===== src/rtl/fifo_write_scheduler_pkg.sv =====
// Shared definitions for the FIFO write scheduler: default widths and FSM state encoding.
package ccd_pkg;

    localparam int unsigned DATA_W_DEF = 8;
    localparam int unsigned LEN_W_DEF  = 9;

    typedef enum logic [1:0] {
        IDLE  = 2'd0,
        WRITE = 2'd1,
        DONE  = 2'd2,
        ABORT = 2'd3
    } state_e;

endpackage


===== src/rtl/fifo_write_scheduler_if.sv =====
// Producer-side control and FIFO write bus of the write scheduler.
interface fifo_write_scheduler_if #(
    parameter int unsigned DATA_W  = 8,
    parameter int unsigned LEN_W   = 9,
    parameter int unsigned STALL_W = 16
);
    logic               start;
    logic [LEN_W-1:0]   burst_len;
    logic [DATA_W-1:0]  seed;
    logic               abort;
    logic               full;
    logic               wr_en;
    logic [DATA_W-1:0]  wr_data;
    logic               busy;
    logic               done;
    logic               aborted;
    logic [LEN_W-1:0]   words_written;
    logic [STALL_W-1:0] stall_cycles;

    modport master (
        input  start, burst_len, seed, abort, full,
        output wr_en, wr_data, busy, done, aborted, words_written, stall_cycles
    );

    modport slave (
        output start, burst_len, seed, abort, full,
        input  wr_en, wr_data, busy, done, aborted, words_written, stall_cycles
    );
endinterface


===== src/rtl/fifo_write_scheduler_sat_counter.sv =====
// Saturating up-counter with synchronous clear (priority over enable) and async reset.
module sat_counter #(
    parameter int unsigned WIDTH = 16
) (
    input  logic             clk,
    input  logic             rst,
    input  logic             clr_i,
    input  logic             en_i,
    output logic [WIDTH-1:0] count_o
);
    logic [WIDTH-1:0] count_q;
    logic [WIDTH-1:0] count_d;

    always_comb begin
        count_d = count_q;
        if (clr_i) begin
            count_d = '0;
        end else if (en_i && (count_q != '1)) begin
            count_d = count_q + WIDTH'(1);
        end
    end

    always_ff @(posedge clk or posedge rst) begin
        if (rst) begin
            count_q <= '0;
        end else begin
            count_q <= count_d;
        end
    end

    assign count_o = count_q;
endmodule


===== src/rtl/fifo_write_scheduler.sv =====
// Issues a burst of incrementing data words into an async FIFO write port,
// stalling on full and terminating early on abort.
module fifo_write_scheduler
    import ccd_pkg::*;
#(
    parameter int unsigned DATA_W  = DATA_W_DEF,
    parameter int unsigned LEN_W   = LEN_W_DEF,
    parameter int unsigned STALL_W = 16
) (
    input  logic                   CLK,
    input  logic                   RST,
    fifo_write_scheduler_if.master bus
);
    localparam logic [LEN_W-1:0]  LEN_ONE  = LEN_W'(1);
    localparam logic [DATA_W-1:0] DATA_ONE = DATA_W'(1);

    state_e            state_q, state_d;
    logic [LEN_W-1:0]  remaining_q, remaining_d;
    logic [DATA_W-1:0] wr_data_q, wr_data_d;
    logic [LEN_W-1:0]  words_q, words_d;
    logic              wr_en;
    logic              accept;
    logic              stall_en;

    // abort wins over both full and the final write of the burst
    assign wr_en    = (state_q == WRITE) && !bus.full && !bus.abort;
    assign stall_en = (state_q == WRITE) && bus.full && !bus.abort;

    always_comb begin
        state_d     = state_q;
        remaining_d = remaining_q;
        wr_data_d   = wr_data_q;
        words_d     = words_q;
        accept      = 1'b0;
        unique case (state_q)
            IDLE: begin
                if (bus.start && (bus.burst_len != '0)) begin
                    accept      = 1'b1;
                    state_d     = WRITE;
                    remaining_d = bus.burst_len;
                    wr_data_d   = bus.seed;
                    words_d     = '0;
                end
            end
            WRITE: begin
                if (bus.abort) begin
                    state_d = ABORT;
                end else if (wr_en) begin
                    wr_data_d   = wr_data_q + DATA_ONE;
                    remaining_d = remaining_q - LEN_ONE;
                    words_d     = words_q + LEN_ONE;
                    if (remaining_q == LEN_ONE) begin
                        state_d = DONE;
                    end
                end
            end
            DONE:    state_d = IDLE;
            ABORT:   state_d = IDLE;
            default: state_d = IDLE;
        endcase
    end

    always_ff @(posedge CLK or posedge RST) begin
        if (RST) begin
            state_q     <= IDLE;
            remaining_q <= '0;
            wr_data_q   <= '0;
            words_q     <= '0;
        end else begin
            state_q     <= state_d;
            remaining_q <= remaining_d;
            wr_data_q   <= wr_data_d;
            words_q     <= words_d;
        end
    end

    sat_counter #(
        .WIDTH(STALL_W)
    ) u_stall_cnt (
        .clk    (CLK),
        .rst    (RST),
        .clr_i  (accept),
        .en_i   (stall_en),
        .count_o(bus.stall_cycles)
    );

    assign bus.wr_en         = wr_en;
    assign bus.wr_data       = wr_data_q;
    assign bus.busy          = (state_q != IDLE);
    assign bus.done          = (state_q == DONE);
    assign bus.aborted       = (state_q == ABORT);
    assign bus.words_written = words_q;
endmodule


===== src/flat_wrapper.sv =====
// flat-port wrapper written by rule: the top's interface ports become plain ports
module fifo_write_scheduler_flat import ccd_pkg::*;
#(
    parameter int unsigned DATA_W  = DATA_W_DEF,
    parameter int unsigned LEN_W   = LEN_W_DEF,
    parameter int unsigned STALL_W = 16
)
  (CLK, RST, bus_start, bus_burst_len, bus_seed, bus_abort, bus_full, bus_wr_en, bus_wr_data, bus_busy, bus_done, bus_aborted, bus_words_written, bus_stall_cycles);
  fifo_write_scheduler_if #(.DATA_W(DATA_W), .LEN_W(LEN_W), .STALL_W(STALL_W)) bus_i ();
  input  logic CLK;
  input  logic RST;
  input wire logic [$bits(bus_i.start)-1:0] bus_start;
  input wire logic [$bits(bus_i.burst_len)-1:0] bus_burst_len;
  input wire logic [$bits(bus_i.seed)-1:0] bus_seed;
  input wire logic [$bits(bus_i.abort)-1:0] bus_abort;
  input wire logic [$bits(bus_i.full)-1:0] bus_full;
  output wire logic [$bits(bus_i.wr_en)-1:0] bus_wr_en;
  output wire logic [$bits(bus_i.wr_data)-1:0] bus_wr_data;
  output wire logic [$bits(bus_i.busy)-1:0] bus_busy;
  output wire logic [$bits(bus_i.done)-1:0] bus_done;
  output wire logic [$bits(bus_i.aborted)-1:0] bus_aborted;
  output wire logic [$bits(bus_i.words_written)-1:0] bus_words_written;
  output wire logic [$bits(bus_i.stall_cycles)-1:0] bus_stall_cycles;
  assign bus_i.start = bus_start;
  assign bus_i.burst_len = bus_burst_len;
  assign bus_i.seed = bus_seed;
  assign bus_i.abort = bus_abort;
  assign bus_i.full = bus_full;
  assign bus_wr_en = bus_i.wr_en;
  assign bus_wr_data = bus_i.wr_data;
  assign bus_busy = bus_i.busy;
  assign bus_done = bus_i.done;
  assign bus_aborted = bus_i.aborted;
  assign bus_words_written = bus_i.words_written;
  assign bus_stall_cycles = bus_i.stall_cycles;
  fifo_write_scheduler #(.DATA_W(DATA_W), .LEN_W(LEN_W), .STALL_W(STALL_W)) u_core (.CLK(CLK), .RST(RST), .bus(bus_i));
endmodule

===== config.mk =====
export PLATFORM = sky130hd
export DESIGN_NAME = fifo_write_scheduler_flat
export DESIGN_NICKNAME = d
export VERILOG_FILES = /design/src/rtl/fifo_write_scheduler_pkg.sv /design/src/rtl/fifo_write_scheduler_if.sv /design/src/rtl/fifo_write_scheduler_sat_counter.sv /design/src/rtl/fifo_write_scheduler.sv /design/src/flat_wrapper.sv
export SDC_FILE = /design/constraint.sdc
export NUM_CORES = 1
export LEC_CHECK = 0
export CAP_MARGIN = 20
export CORE_MARGIN = 3
export CORE_UTILIZATION = 45
export CTS_CLUSTER_DIAMETER = 100
export CTS_CLUSTER_SIZE = 24
export DETAILED_ROUTE_END_ITERATION = 10
export PLACE_DENSITY_LB_ADDON = 0.12
export SYNTH_ARGS = -nofsm -noshare
export SYNTH_HDL_FRONTEND = slang
export SYNTH_SLANG_ARGS = --single-unit

===== constraint.sdc =====
create_clock -name CLK -period 1.8 [get_ports CLK]
set_input_delay 0.18 -clock CLK [delete_from_list [all_inputs] [get_ports CLK]]
set_output_delay 0.18 -clock CLK [all_outputs]
set_load 0.1 [all_outputs]

==> flow_summary_export.csv <==
group,metric,value,unit
synthesis,synth_seq_cells,44,
critical_path,crit_type,"reg2reg",
sta,period_minus_slack,1.793,ns
grt,grt_max_degree,45,
sta,finalSetupViolations,0,
final_layout,final_cells,469,
synthesis,yosysSeqAreaShare,42.80,%
synthesis,synth_cell_types,51,
run_status,status,"complete, no violations",
drt,wirelength,7.716,mm
synthesis,yosys_warnings,0,
cts,cts_tree,"done",
synthesis,avgSynthCellArea,8.840,µm²
cts,h-tree-depth,2,
place,dp_hpwl,5.385,mm
hold_path,min_path_type,"in2async",
place,finalWeightedCongestion,0.8848,
sta,fin_ws,0.007257,ns
sta,worst_slew_pin_slew,0.4340,ns
cts,cts_buffers,5,
grt,grt_pass1_vias,2704,
place,place_ws,-0.3106,ns
synthesis,ys_dominant_reg_cell,"dfrtp_1",
floorplan,die_h,81.61,µm
synthesis,syn_nets,318,
final_layout,drive_gt1_share,40.35,%
critical_path,required,2.00,ns
place,port_buffers,58,
grt,overflow,0,
grt,antenna_found_initial,0,
sta,skew,0.01031,ns
drt,drt-wirelength-per-cell,16.45,µm
floorplan,core_area,0.005303,mm²
cts,cts_sinks,44,
sta,min_period_over_period,99.60,%
drt,drt_iter0_drc,136,
sta,hold_violations,0,
place,dp_cells,456,
final_layout,fin_area,0.003994,mm²
cts,worstSkewPairLatency,0.30,ns
floorplan,start_util,48.51,%
critical_path,arrival,1.99,ns
sta,maxClockFrequency,557.8,MHz
floorplan,fp-row-count,26,
cts,clkSlewWorstSetupHoldPaths,0.09,ns
cts,cts_buffer_depth,2,
power_and_ir_drop,p_per_area,1557,mW/mm²
sta,grt_setup_unrepaired,"yes",
final_layout,area_growth,55.25,%
synthesis,async_flop_share,100.0,%
drt,ant_nets,0,
final_layout,fillCellCount,386,
power_and_ir_drop,leakagePower,1.643,nW
drt,drc,0,
cts,cts_root_buf,"clkbuf_8",
final_layout,antenna_cells,0,
floorplan,dieArea,0.006660,mm²
drt,dr.pass1.iters,4,
sta,max_slew_margin,70.96,%
floorplan,die_w,81.61,µm
drt,num_vias,2784,
drt,viasPerCell,5.936,
synthesis,synth_edf_count,0,
power_and_ir_drop,max-vdd-ir-drop,1.135,mV
place,placed_cell_area,0.003720,mm²
grt,track_usage,24.22,%
sta,slew_viol_final,0,
synthesis,syn_area,0.002572,mm²
final_layout,finalNetCount,425,
floorplan,pin_count,59,
critical_path,cp-start-kind,"flop",
flow_run,maxCapViolCount,0,
critical_path,cp_max_fo,5,
grt,grt_pass1_wl,12.42,mm
synthesis,synthCells,291,
critical_path,endpoint_kind,"flop",
-- path summary, 6_finish.rpt --
check | slack [ns] | from | end | cells past startpoint
setup / recovery | 0.007 | u_core.state_q[1] | u_core.bus.words_written[8] | 5
hold / removal | 0.23 | RST | u_core.bus.words_written[8] | 3
setup reg to reg | 0.007 | u_core.state_q[1] | u_core.bus.words_written[8] | 5
hold reg to reg | 0.50 | u_core.bus.words_written[5] | u_core.bus.words_written[5] | 1
max in group asynchronous | 1.32 | RST | u_core.u_stall_cnt.count_o[0] | 3
min in group CLK | 0.45 | bus_seed[1] | u_core.bus.wr_data[1] | 3
-- layout make-up --
type                       count  area (µm²)  share of cell area [%]
multi-input combinational    217        1536                   38.47
sequential                    44        1171                   29.32
timing repair buffer         116        1049                   26.25
tap                           70       87.58                   2.193
clock buffer                   6       82.58                   2.068
inverter                      14       57.56                   1.441
clock inverter                 2       10.01                  0.2506
-- repair_timing --
action | in CTS | in global routing
setup buffers | 3 | 2
hold buffers | 0 | 0
cloned | 1 | 0
pin swaps | 4 | 4
setup endpoints to repair | 11 | 29
gates resized for setup | 17 | 17
-- cells in the final DEF (no fill, tap or decap), types with 3 or more instances in the layout --
| master | n |
|---|---|
| clkdlybuf4s50_1 | 21 |
| and3_1 | 4 |
| nand4_1 | 8 |
| clkbuf_8 | 6 |
| o22ai_1 | 12 |
| nor4_1 | 3 |
| dfrtp_4 | 13 |
| o21ai_0 | 9 |
| or3_1 | 3 |
| o21ai_1 | 4 |
| or4_1 | 7 |
| nand2_1 | 25 |
| o2bb2ai_1 | 3 |
| mux2i_1 | 5 |
| buf_4 | 81 |
| o41ai_1 | 3 |
| nor3_1 | 6 |
| buf_12 | 9 |
| nor3b_1 | 4 |
| dfrtp_1 | 14 |
| nand3_1 | 18 |
| buf_6 | 4 |
| nor2_1 | 14 |
| and4_1 | 3 |
| dfrtp_2 | 17 |
| inv_1 | 11 |
| a21oi_2 | 3 |
| ha_1 | 3 |
| a21oi_1 | 18 |
| o31ai_1 | 8 |
| a31oi_1 | 10 |
-- per-stage QoR --
step	hold WS, ns	setup TNS (ns)	total power (W)	utilization, %
after global routing	0.2622	-0.1272	0.006573	75.32
after floorplan	0.3042	-0.3914	0.004008	-
after detailed placement	0.4821	-7.424	0.005249	70.15
after global placement	0.4772	-6.313	0.005192	70.15
final	0.2350	0	0.006218	75.32
after CTS	0.2553	-0.09775	0.006067	74.14
-- critical path: stages, from the launching register on --
cell,delay (ns)
dfrtp_1,0.41
or4b_4,0.55
buf_4,0.17
or4_4,0.42
nand3_2,0.08
o21ai_1,0.05
-- cells in the mapped netlist (all sizes together) (2+ instances only) --
master   count  share of area, %
dfrtp       44                43
nand2       27               3.9
a21oi       21               4.1
nand3       20               3.9
inv         14               2.0
nor2        14               2.0
o21ai       13               2.5
o22ai       12               2.9
a31oi       11               2.7
clkbuf       9               1.3
or4          9               2.6
nand4        8               1.9
o31ai        8               2.3
buf          7               1.3
nor3         6               1.2
ha           5               2.4
mux2i        5               1.9
nor4         5               1.5
and3         4              0.97
nor3b        4               1.2
o2bb2ai      4               1.4
and4         3               1.0
o311ai       3               1.0
o41ai        3               1.0
or3          3              0.73
a22o         2              0.68
a22oi        2              0.58
a2bb2oi      2              0.68
nand2b       2              0.49
nor2b        2              0.49
o211ai       2              0.58
o2bb2a       2              0.78
or2          2              0.49
or4b         2              0.78
-- cell families after synthesis --
family | Yosys count | synth area share, %
buffers and inverters | 30 | 4.669
muxes | 5 | 1.946
AOI/OAI and AO/OA | 91 | 23.20
and+or+nand+nor | 116 | 24.95
adders and majority gates | 5 | 2.432
DFF | 44 | 42.80
-- flip-flops by register name, indices dropped and copies added, names as in the netlist --
signal / count
u_core.state_q: 2
u_core.bus.wr_data: 8
u_core.u_stall_cnt.count_o: 16
u_core.bus.words_written: 9
u_core.remaining_q: 9
-- per-layer routing --
layer | vias up | wire length, µm | global-route usage, %
met2 | 97 | 3817 | 42.75
met4 | 0 | 127 | 8.472
met1 | 1341 | 3314 | 29.98
met3 | 14 | 456 | 3.728
li1 | 1332 | - | -
met5 | - | 0 | 0
-- where the power goes --
| group | switching [W] | total [W] | internal, W |
|---|---|---|---|
| registers | 0.000363 | 0.00165 | 0.00129 |
| clock network | 0.000356 | 0.000663 | 0.000307 |
| logic | 0.00247 | 0.00390 | 0.00144 |
Power figures use the tool's default switching activity.
==> RTL change (same flow settings) <==
`wr_data_q` and `words_q` no longer have a reset.
--- a/src/rtl/fifo_write_scheduler.sv
+++ b/src/rtl/fifo_write_scheduler.sv
@@ -64,14 +64,15 @@
         if (RST) begin
             state_q     <= IDLE;
             remaining_q <= '0;
-            wr_data_q   <= '0;
-            words_q     <= '0;
         end else begin
             state_q     <= state_d;
             remaining_q <= remaining_d;
-            wr_data_q   <= wr_data_d;
-            words_q     <= words_d;
         end
+    end
+
+    always_ff @(posedge CLK) begin
+        wr_data_q <= wr_data_d;
+        words_q   <= words_d;
     end
 
     sat_counter #(
Behaviour: not the same (a bounded check fails within 4 cycles, from zero or initial values and one cycle with RST high).
==> RTL change against the unedited design <==
Wire length fell by 17%; combinational power fell by 34%; sequential share of layout area rose by 4.4 points; power fell by 22%; clock skew rose by 0.96 ps; design area fell by 7.4%; highest routed layer unchanged; area after synthesis fell by 2.7%; setup slack improved by 71 ps; sequential cell count did not move.
==> RTL change: results <==
group,metric,value,unit
power_and_ir_drop,p_int,2570,uW
place,hpwl,4630,um
place,pre_cts_slack,-164,ps
status,status,"finished, final reports clean",
finish,clock_buffers,7,
grt,use_met1,0.274,
yosys,avgSynthCellArea,9.70,sq um
detailed_routing,post_drt_wl_per_cell,15.3,um
worst_setup_path,max_stage_delay,410,ps
grt,grt_usage,0.208,
worst_setup_path,r2r_cells,6,
worst_setup_path,critPathCapture,"bus_wr_en",
detailed_routing,drt_wl_total,6390,um
detailed_routing,wl_met1,2840,um
finish,comb.multi_input.count,198,
finish,buffer_area_frac,0.241,
finish,multi_input_area,1360,sq um
finish,drive_gt1_frac,0.340,
yosys,ys_seq_area_frac,0.474,
worst_setup_path,reg2reg_setup_slack,90,ps
worst_setup_path,crit_start,"u_core.state_q[0]",
place,postPlaceCellArea,3520,sq um
finish,final-clk-cell-share,0.0254,
worst_setup_path,worstPathMaxFanout,6,
power_and_ir_drop,p_leak,0.00142,uW
yosys,synthesis.nets,285,
finish,design_area,3700,sq um
timing,fmax,0.581,GHz
finish,final_nets,373,
yosys,yosys-top-cells-count,"27 x dfrtp_1, 23 x a21oi_1, 20 x o21ai_0, 19 x nand2_1, 17 x edfxtp_1",
detailed_routing,drtIter0Drc,113,
grt,grt_pass1_wl,10700,um
finish,fill_cells,407,
yosys,ys_types,46,
-- RTL change: timing repair --
item,CTS,global route
buffers inserted,0,5
gates resized for setup,1,10
endpoints found under the setup margin,1,16
pin swaps,0,9
-- RTL change: power groups by stage --
stage               clock, uW  combinational [uW]  sequential [uW]
detailed placement          0                2490             1640
global placement            0                2450             1640
floorplan                   0                 952             2410
CTS                       668                2500             1630
global route              719                2760             1660
finish                    659                2590             1630
-- RTL change: metrics by stage --
| stage | setup TNS [ps] | power (uW) |
|---|---|---|
| floorplan | -750 | 3360 |
| global placement | -2810 | 4080 |
| detailed placement | -3900 | 4130 |
| CTS | 0 | 4790 |
| global route | 0 | 5140 |
| finish | 0 | 4870 |
-- RTL change: cells by family after synthesis --
family | after synthesis | synth area share
simple gates | 112 | 0.258
mux | 4 | 0.0165
fa+ha+maj | 5 | 0.0250
buf+inv | 16 | 0.0290
flops | 44 | 0.474
compound gates | 67 | 0.163
xor+xnor | 10 | 0.0350
